## config.mk

```make
export PLATFORM = sky130hd
export DESIGN_NAME = cpu_step_controller
export DESIGN_NICKNAME = d
export VERILOG_FILES = /design/src/rtl/frank_pkg.sv /design/src/rtl/cpu_step_controller_debouncer.sv /design/src/rtl/cpu_step_controller.sv
export SDC_FILE = /design/constraint.sdc
export NUM_CORES = 1
export LEC_CHECK = 0
export ABC_AREA = 0
export CORE_MARGIN = 2
export CORE_UTILIZATION = 54
export CTS_BUF_LIST = sky130_fd_sc_hd__clkbuf_2
export CTS_CLUSTER_SIZE = 25
export DETAILED_ROUTE_END_ITERATION = 12
export PLACE_DENSITY = 0.79
export SETUP_SLACK_MARGIN = 0.15
export SYNTH_ARGS = -nofsm -noshare
export SYNTH_HDL_FRONTEND = slang
export SYNTH_SLANG_ARGS = --single-unit
```

## constraint.sdc

```tcl
create_clock -name clk -period 2.05 [get_ports clk]
set_input_delay 0.41 -clock clk [delete_from_list [all_inputs] [get_ports clk]]
set_output_delay 0.41 -clock clk [all_outputs]
set_load 0.005 [all_outputs]
```

## src/rtl/frank_pkg.sv

```systemverilog
// Shared board constants and the step-controller state type.
// CLK_HZ must match the value used by the slow-clock divider.
package frank_pkg;

  localparam int CLK_HZ = 25_000_000;

  typedef enum logic [1:0] {
    PAUSE = 2'd0,
    RUN   = 2'd1,
    STEP  = 2'd2
  } step_state_t;

  // Number of clk cycles in a debounce window of the given length in milliseconds.
  function automatic int ms_to_cycles(input int clk_hz, input int ms);
    return (clk_hz / 1000) * ms;
  endfunction

endpackage

```

## src/rtl/cpu_step_controller_debouncer.sv

```systemverilog
// button_debouncer: 2-FF synchronizer, stability counter and a one-cycle press pulse
// on each accepted 0->1 transition of the debounced level.
module button_debouncer #(
  parameter int DEBOUNCE_CYCLES = 250_000
) (
  input  logic clk,
  input  logic rst,
  input  logic i_btn,
  output logic o_press
);
  import frank_pkg::*;

  localparam int CW = $clog2(DEBOUNCE_CYCLES + 1);
  localparam logic [CW-1:0] LAST = CW'(DEBOUNCE_CYCLES - 1);

  logic          r_sync1;
  logic          r_sync2;
  logic          r_level;
  logic          r_press;
  logic [CW-1:0] r_cnt;

  always_ff @(posedge clk or posedge rst) begin
    if (rst) begin
      r_sync1 <= 1'b0;
      r_sync2 <= 1'b0;
      r_level <= 1'b0;
      r_press <= 1'b0;
      r_cnt   <= '0;
    end else begin
      r_sync1 <= i_btn;
      r_sync2 <= r_sync1;
      r_press <= 1'b0;
      // The level only moves after an unbroken run of disagreeing samples.
      if (r_sync2 != r_level) begin
        if (r_cnt == LAST) begin
          r_level <= r_sync2;
          r_cnt   <= '0;
          r_press <= r_sync2;
        end else begin
          r_cnt <= r_cnt + CW'(1);
        end
      end else begin
        r_cnt <= '0;
      end
    end
  end

  assign o_press = r_press;

endmodule

```

## src/rtl/cpu_step_controller.sv

```systemverilog
// cpu_step_controller: turns slow_clk rising edges and RUN/STEP buttons into a
// one-cycle CPU enable pulse. Optional FAST_RUN_EN adds fast_mode (enable every cycle in RUN).
module cpu_step_controller #(
  parameter int CLK_HZ          = frank_pkg::CLK_HZ,
  parameter int DEBOUNCE_CYCLES = frank_pkg::ms_to_cycles(CLK_HZ, 10),
  parameter int CNT_W           = 16
) (
  input  logic             clk,
  input  logic             rst,
  input  logic             slow_clk,
  input  logic             btn_run,
  input  logic             btn_step,
`ifdef FAST_RUN_EN
  input  logic             fast_mode,
`endif
  output logic             cpu_en,
  output logic             running,
  output logic [CNT_W-1:0] step_count
);
  import frank_pkg::*;

  logic w_run_press;
  logic w_step_press;
  logic w_slow_rise;

  step_state_t      r_state;
  logic             r_cpu_en;
  logic             r_running;
  logic             r_slow_prev;
  logic [CNT_W-1:0] r_step_count;

  button_debouncer #(.DEBOUNCE_CYCLES(DEBOUNCE_CYCLES)) u_run_db (
    .clk     (clk),
    .rst     (rst),
    .i_btn   (btn_run),
    .o_press (w_run_press)
  );

  button_debouncer #(.DEBOUNCE_CYCLES(DEBOUNCE_CYCLES)) u_step_db (
    .clk     (clk),
    .rst     (rst),
    .i_btn   (btn_step),
    .o_press (w_step_press)
  );

  // slow_clk already lives in the clk domain; prev resets high so no rise is seen at release.
  assign w_slow_rise = slow_clk & ~r_slow_prev;

  always_ff @(posedge clk or posedge rst) begin
    if (rst) begin
      r_state      <= PAUSE;
      r_cpu_en     <= 1'b0;
      r_running    <= 1'b0;
      r_slow_prev  <= 1'b1;
      r_step_count <= '0;
    end else begin
      r_slow_prev  <= slow_clk;
      r_step_count <= r_step_count + CNT_W'(r_cpu_en);
      r_cpu_en     <= 1'b0;
      case (r_state)
        PAUSE: begin
          if (w_run_press) begin
            r_state   <= RUN;
            r_running <= 1'b1;
          end else if (w_step_press) begin
            r_state   <= STEP;
            r_running <= 1'b0;
          end else begin
            r_running <= 1'b0;
          end
        end
        STEP: begin
          r_cpu_en  <= 1'b1;
          r_state   <= PAUSE;
          r_running <= 1'b0;
        end
        RUN: begin
          // A pause request beats a coinciding slow edge: no enable is issued.
          if (w_run_press) begin
            r_state   <= PAUSE;
            r_running <= 1'b0;
          end else begin
            r_running <= 1'b1;
`ifdef FAST_RUN_EN
            if (fast_mode) begin
              r_cpu_en <= 1'b1;
            end else if (w_slow_rise) begin
              r_cpu_en <= 1'b1;
            end
`else
            if (w_slow_rise) begin
              r_cpu_en <= 1'b1;
            end
`endif
          end
        end
        default: begin
          r_state   <= PAUSE;
          r_running <= 1'b0;
        end
      endcase
    end
  end

  assign cpu_en     = r_cpu_en;
  assign running    = r_running;
  assign step_count = r_step_count;

endmodule

```

; ---- Yosys cells after proc, flatten, opt, wreduce, memory -nomap -nowiden
; Cells that the tools add are included.
[word_totals]
ff_bits = 65
elab_cells = 50
output_inout_bits = 18
[op_classes]
n_addsub = 3
n_bitwise = 2
n_mux = 18
eq_ne = 8
n_reduce_logical = 4
[op_table]
columns = op, count
row1 = $mux 18, 4
row2 = $add 18x1->18 const B, 2
row3 = $eq 18x18->1 const B, 2
row4 = $add 16x1->16, 1
row5 = $mux 1, 8
row6 = $mux 2, 3
row7 = $reduce_and 2->1, 3
row8 = $pmux 1 s2, 2
row9 = $pmux 2 s2, 1
row10 = $ne 3x1->1 const B, 1
row11 = $eq 2x1->1 const B, 1
row12 = $eq 2x2->1 const B, 1
row13 = $logic_not 2->1, 1
row14 = $ne 1x1->1, 2
row15 = $ne 2x1->1 const B, 1
row16 = $and 1x1->1, 1
row17 = $not 1->1, 1

; ---- Logic depth before layout (Yosys ltp)
; Gate-level depths: netlist (run 1).
[depth]
ltp_word = 5
ltp_mapped = 6
ltp_nobuf = 6

; ---- Modules after synthesis
; From an unflattened synthesis (run 1), not the netlist that was laid out.
[unflattened]
hier_cells = 280
area_unflattened_um2 = 3065.4
[modules_own_cells]
columns = mod, cells_each, area_each_um2, seq_area_each_um2, n_inst
row1 = button_debouncer, 99, 1047.3, 550.5, 2
row2 = cpu_step_controller, 82, 970.9, 526.8, 1

; ---- Worst setup path before layout (run 1)
; No wires, ideal clock.
[synth_timing]
kind = reg2reg
start = register u_step_db.r_cnt[0]
end = register u_step_db.r_level
setup_ps = 125
stages_incl_launch_ff = 6
arrival_time_ps = 1662
t_required_ps = 1925
n_path_buf = 0
setup_slack_ps = 263
synth_period_minus_slack_ps = 1787
cell_sequence = dfrtp_1 -> ha_1 -> and4_1 -> nand4_2 -> or4_4 -> mux2_4
[synth_between]
elab_chain_cells = 2
[synth_lines]
columns = element, line_no
row1 = "start, declared", cpu_step_controller_debouncer.sv:20  ; logic [CW-1:0] r_cnt;
row2 = "start signal, assigned", cpu_step_controller_debouncer.sv:40  ; r_cnt <= r_cnt + CW'(1);
row3 = $eq 18x18->1, cpu_step_controller_debouncer.sv:35  ; if (r_cnt == LAST) begin
row4 = $reduce_and 2->1 (no source line), n/a
row5 = "end signal, assigned", cpu_step_controller_debouncer.sv:36  ; r_level <= r_sync2;
row6 = "end, declared", cpu_step_controller_debouncer.sv:18  ; logic r_level;
; Every way passes these cells.
; A chain may end at the register's enable or synchronous reset.

; ---- Worst setup path in the final report (run 1)
; Same ends and word-level chain as after synthesis.

==> results_dict.tcl, run 1 <==
set metrics [dict create \
    status "completed" \
    grt_overflow 0 \
    drtIter0Drc 98 \
    max_slew_margin_pct 68.6 \
    clockBufferDepth 2 \
    cts_made_buffers 9 \
    totalNegativeSetupSlack_ps 0 \
    area_delta_synth_final_pct 19.1 \
    core-area_sq_um 5440 \
    place_ws_ps 156 \
    yosys.area.top_type_share_pct 53.4 \
    layout.cells.most_common "dfrtp_1" \
    cts.sinks 65 \
    synth-seq-cells 65 \
    fin_crit_ps 1860 \
    antenna_found_initial 0 \
    drive_gt1_share_pct 14.5 \
    hold_path.class "input port to async pin" \
    worstPathMaxFanout 4 \
    final_antenna_net_count 0 \
    netlist_area_sq_um 3000 \
    dp_hpwl_mm 3.70 \
    dr.pass1.iters 4 \
    ir_worst_vdd_uv 351 \
    via_per_inst 5.44 \
    slew_viol_final 0 \
    antennaDiodeCount 0 \
    cts_tree "built" \
    core.rowCount 27 \
    fmax_mhz 539 \
    route.vias.total 2196 \
    grt_pass1_vias 2054 \
    syn_nets 289 \
    io_buffers 22 \
    die_w_um 78.5 \
    fin_nets 339 \
    grtUsageTotal_pct 19.5 \
    place.gp.congestion 0.769 \
    path_delay_family "simple AND/OR/NAND/NOR gates" \
    postCtsHoldBufs 0 \
    post_drt_wl_per_cell_um 13.2 \
    drcViolationCount 0 \
    drv_cap 0 \
    ys_types 37 \
    fin_crit_sh_pct 90.5 \
    path_clk_slew_ps 200 \
    hold_violations 0 \
    mostFrequentLayoutCells "dfrtp_1, nor2_1, xnor2_1" \
    finalClockSkew_ps 37.6 \
    worst_setup_path_start_kind "register" \
    postSynthCellCount 277 \
    cpPeakStageDelay_ps 460 \
    crit_slowest_cell "or4_4" \
    wl_mm 5.35 \
    synth_area_leader_cell "dfrtp_1" \
    synth_area_leaders "dfrtp_1, xnor2_1, xor2_1, nor2_1, nand3_1" \
    worst_slack_ps 195 \
    clockRootBuffer "clkbuf_2" \
    clk_latency_ps 470 \
    worst-endpoint-arrival_ps 2190 \
    synth-seq-area-share_pct 54.3 \
    crit_path_end_kind "register" \
    p_per_area_nw_per_um2 593 \
    yosys_warnings 0 \
    cp_num_buf_inv 0 \
    cts-htree-levels 3 \
    grt_max_degree 29 \
    io_pins 23 \
    rsz0062_at_grt "no" \
    n_fill_cell 421 \
    dieHeight_um 78.5 \
    crit_chain "ha_2, and4_1, nand4_2, or4_4, mux2_4" \
    power.total_mw 2.12 \
    die-area_sq_um 6170 \
    synth_area_per_cell_sq_um 10.8 \
    start_util_pct 55.1 \
    cp.required_ps 2390 \
    tightest_slew_ps 471 \
    setup_viol 0 \
    whs_ps 267 \
    path_class "register to register" \
    p_leak_nw 1.60 \
    grt_pass1_wl_mm 9.36 \
]
## stage by stage
stage / util, % / std cells / cell area, sq um
after detailed placement: 61.8 / 375 / 3360
after global placement: 61.8 / 375 / 3360
after floorplan: - / 277 / 3000
after global routing: 65.7 / 404 / 3570
after CTS: 64.5 / 396 / 3510
final: 65.7 / 404 / 3570
## report_power, final
group | switching [mW] | internal, mW | leakage [nW]
registers | 0.00974 | 1.30 | 0.891
clock network | 0.450 | 0.278 | 0.0654
logic | 0.0492 | 0.0335 | 0.642
## per-layer routing
metal | global-route usage, % | vias to the layer above | part of all wire, %
met3 | 3.56 | 10 | 3.6
met1 | 26.8 | 1059 | 47
met4 | 9.82 | 0 | 1.6
li1 | - | 1073 | -
met2 | 29.8 | 54 | 48
met5 | 0 | - | 0
## cell families (layout without fill, tap and decap cells)
group | Yosys count | in the layout | share of synthesized area [%]
AO/OA/AOI/OAI | 19 | 19 | 4.46
XOR/XNOR | 43 | 43 | 12.6
adder cells (fa/ha/maj) | 7 | 7 | 2.92
buffers and inverters | 17 | 72 | 2.63
flip-flops | 65 | 65 | 54.3
multiplexers | 1 | 1 | 0.500
AND/OR/NAND/NOR | 125 | 125 | 22.7
## synthesized netlist by cell type
library cell,n
dfrtp_1,64
nor2_1,36
xnor2_1,26
nand3_1,18
xor2_1,17
nand2_1,14
nand4_1,13
inv_1,12
nor4_1,10
nor3_1,8
ha_1,7
o21ai_0,7
a21oi_1,6
and3_1,6
and4_1,5
or3_1,4
buf_2,2
nor4b_1,2
o31ai_1,2
a32o_1,1
and2_1,1
and3_2,1
buf_4,1
buf_6,1
clkbuf_2,1
dfstp_2,1
mux2_4,1
nand4_2,1
nor2b_1,1
nor3b_1,1
nor4b_4,1
o21a_1,1
o21ai_2,1
o41ai_4,1
or3_4,1
or4_1,1
or4_4,1
## worst register-to-register path: stages, from the launching register on
cell     delay, ps
dfrtp_1        400
ha_2           220
and4_1         230
nand4_2        140
or4_4          460
mux2_4         310
## state kept, by name, indices dropped and copies added, names as in the netlist
signal             flops
u_run_db.r_sync2       1
cpu_en                 1
running                1
u_step_db.r_sync2      1
u_run_db.r_cnt        18
u_step_db.r_cnt       18
u_step_db.o_press      1
u_step_db.r_level      1
u_run_db.r_level       1
u_step_db.r_sync1      1
u_run_db.r_sync1       1
u_run_db.o_press       1
r_slow_prev            1
step_count            16
r_state                2
## final timing paths
kind / start / to / slack (ps) / depth (start not counted)
worst max-delay path: u_step_db.r_cnt[0]$_DFF_PP0_ / u_step_db.r_level$_DFFE_PP0P_ / 190 / 5
worst min-delay path: rst / u_step_db.r_cnt[5]$_DFF_PP0_ / 270 / 2
worst max register to register: u_step_db.r_cnt[0]$_DFF_PP0_ / u_step_db.r_level$_DFFE_PP0P_ / 190 / 5
worst min register to register: u_run_db.r_sync1$_DFF_PP0_ / u_run_db.r_sync2$_DFF_PP0_ / 370 / 0
max in group asynchronous: rst / u_step_db.r_sync2$_DFF_PP0_ / 1160 / 3
min in group clk: u_run_db.r_sync1$_DFF_PP0_ / u_run_db.r_sync2$_DFF_PP0_ / 370 / 0
## final cells by class
class,instances,area (sq um),area share (%)
inverter,12,48.8,1.37
sequential,65,1630,45.6
clock buffer,10,50.0,1.40
timing repair buffer,44,400,11.2
tap,72,90.1,2.52
multi-input combinational,195,1290,36.3
clock inverter,6,58.8,1.65
## repair_timing
action / in CTS / in global routing
setup buffers: 5 / 8
gates resized for setup: 0 / 2
endpoints found under the setup margin: 5 / 5
Power figures use the tool's default switching activity.
==> run 2: changes to the inputs <==
==> constraint.sdc (replaced) <==
create_clock -name clk -period 2.05 [get_ports clk]
set_input_delay 0.41 -clock clk [delete_from_list [all_inputs] [get_ports clk]]
set_output_delay 0.41 -clock clk [all_outputs]
set_load 0.05 [all_outputs]
==> run 2 against run 1 <==
  * Sequential cell count is the same
  * First-iteration DRC count rose by 60%
  * Non-clock buffer count down 13
  * Combinational power grew 3.3%
  * Critical endpoint unchanged
==> results_dict.tcl, run 2 (synthesis gave the netlist of run 1 again) <==
set metrics [dict create \
    core.rowCount 27 \
    critPathLaunch "u_step_db.r_cnt[1]$_DFF_PP0_" \
    layout.cells.most_common "dfrtp_1" \
    cts.sinks 65 \
    hold_violations 0 \
    max_slew_margin_pct 67.6 \
    dr.pass1.iters 4 \
    status "completed" \
    pwr-share-seq_pct 62.0 \
    finalClockSkew_ps 28.2 \
    cpPeakStageDelay_ps 460 \
    stdcell_count 391 \
    io_buffers 22 \
    swShare_pct 23.6 \
    die-area_sq_um 6170 \
    cts_made_buffers 9 \
    drcViolationCount 0 \
    setup_viol 0 \
    combPwrFrac_pct 4.0 \
    start_util_pct 55.1 \
    hold_path.class "input port to async pin" \
    tightest_slew_ps 488 \
    fin_crit_sh_pct 90.3 \
    grt_max_degree 29 \
    via_per_inst 5.33 \
    crit_slowest_cell "or4_4" \
    power.total_mw 2.11 \
    numPlacedInstances 373 \
    drv_cap 0 \
    route.vias.total 2085 \
    clockRootBuffer "clkbuf_2" \
    wl_met1_mm 2.45 \
    dieHeight_um 78.5 \
    rsz0062_at_grt "no" \
    reg2reg_from "u_step_db.r_cnt[1]$_DFF_PP0_" \
    die_w_um 78.5 \
    route.top_layer_used "met4" \
    grt_pass1_vias 2015 \
    reg2reg_depth 5 \
    fin_crit_ps 1850 \
    antenna_found_initial 0 \
    area_delta_synth_final_pct 13.7 \
    pwr-share-clk_pct 34.0 \
    p_leak_nw 1.56 \
    clockBufferDepth 2 \
    worst-endpoint-arrival_ps 2210 \
    grt_pass1_wl_mm 9.09 \
    place_ws_ps 179 \
    regArea_sq_um 1630 \
    p_switching_mw 0.498 \
    grtUsageTotal_pct 19.1 \
    n_fill_cell 453 \
    p_per_area_nw_per_um2 619 \
    intPower_mw 1.62 \
    ir_worst_vdd_uv 250 \
    drtIter0Drc 157 \
    totalNegativeSetupSlack_ps 0 \
    cts_tree "built" \
    core-area_sq_um 5440 \
    multi_input_area_sq_um 1290 \
    slew_viol_final 0 \
    fmax_mhz 540 \
    setup.reg_to_reg.worst_slack_ps 200 \
    cp.required_ps 2410 \
    wl_mm 5.18 \
    final_antenna_net_count 0 \
    wl_met2_mm 2.48 \
    place.gp.congestion 0.822 \
    fin_nets 326 \
    path_class "register to register" \
    clk_latency_ps 470 \
    io_pins 23 \
    reg2reg_to "u_step_db.r_level$_DFFE_PP0P_" \
    grt_overflow 0 \
    path_clk_slew_ps 180 \
    met3_length_um 176 \
    worstPathMaxFanout 4 \
    crit_path_end_kind "register" \
    dp_hpwl_mm 3.77 \
    antennaDiodeCount 0 \
    mostFrequentLayoutCells "dfrtp_1, nor2_1, xnor2_1" \
    worst_setup_path_start_kind "register" \
    drive_gt1_share_pct 15.7 \
    post_drt_wl_per_cell_um 13.2 \
    crit_chain "ha_2, and4_1, nand4_2, or4_4, mux2_4" \
    worst_slack_ps 199 \
    critPathCapture "u_step_db.r_level$_DFFE_PP0P_" \
    postCtsHoldBufs 0 \
    cts-htree-levels 3 \
]
-- run 2: cell type report --
class | instances | share of cell area [%]
multi-input cells | 195 | 38.0
clock buffers | 10 | 1.47
inverters | 12 | 1.43
flip-flops and latches | 65 | 47.7
repair buffers | 31 | 7.04
clock inverters | 6 | 1.72
well taps | 72 | 2.64
-- run 2: metrics by stage --
step,instance area (sq um),hold WS [ps],util [%]
after floorplan,3000,331,-
after global placement,3360,336,61.7
after detailed placement,3360,336,61.7
after CTS,3450,277,63.4
after global routing,3410,254,62.7
final,3410,286,62.7
-- run 2: worst max-delay path: cells and delay by family (launching register included) --
| kind | cells | cell delay [ps] |
|---|---|---|
| flops | 1 | 400 |
| fa+ha+maj | 1 | 220 |
| simple gates | 3 | 830 |
| mux | 1 | 310 |
-- run 2: how the worst min path moves through the flow --
stage / start / end / slack (ps) / depth (start not counted)
2_1_floorplan: u_run_db.r_sync1$_DFF_PP0_ / u_run_db.r_sync2$_DFF_PP0_ / 330 / 0
3_3_place_gp: u_step_db.r_sync1$_DFF_PP0_ / u_step_db.r_sync2$_DFF_PP0_ / 340 / 0
3_5_place_dp: u_step_db.r_sync1$_DFF_PP0_ / u_step_db.r_sync2$_DFF_PP0_ / 340 / 0
4_1_cts: rst / u_run_db.r_cnt[1]$_DFF_PP0_ / 280 / 2
5_1_grt: rst / u_run_db.r_cnt[0]$_DFF_PP0_ / 250 / 2
6_report: rst / u_run_db.r_cnt[7]$_DFF_PP0_ / 290 / 2
-- run 2: layer usage --
metal | global-route usage, % | vias to the layer above
li1 | - | 1041
met1 | 25.8 | 997
met2 | 29.1 | 42
met3 | 4.14 | 5
met4 | 9.47 | 0
met5 | 0 | -
-- run 2: power groups by stage --
stage | logic [mW] | clock network (mW) | registers, mW
floorplan | 0.0475 | 0 | 1.33
global placement | 0.0815 | 0 | 1.33
detailed placement | 0.0822 | 0 | 1.33
CTS | 0.0825 | 0.744 | 1.31
global route | 0.0974 | 0.810 | 1.31
finish | 0.0853 | 0.718 | 1.31
-- run 2: what timing repair did --
item                                    in CTS  in global routing
endpoints found under the setup margin      18                 17
buffers inserted                             0                  2
gates cloned                                 0                  0
gates resized for setup                     21                 28
==> run 3: changes to the inputs <==
--- a/config.mk
+++ b/config.mk
@@ -9,6 +9,7 @@
 export CORE_MARGIN = 2
 export CORE_UTILIZATION = 54
 export CTS_BUF_LIST = sky130_fd_sc_hd__clkbuf_2
+export CTS_CLUSTER_DIAMETER = 30
 export CTS_CLUSTER_SIZE = 25
 export DETAILED_ROUTE_END_ITERATION = 12
 export PLACE_DENSITY = 0.79
==> results of run 3 <==
No change in the layout: final DEF, timing and power equal those of run 2.
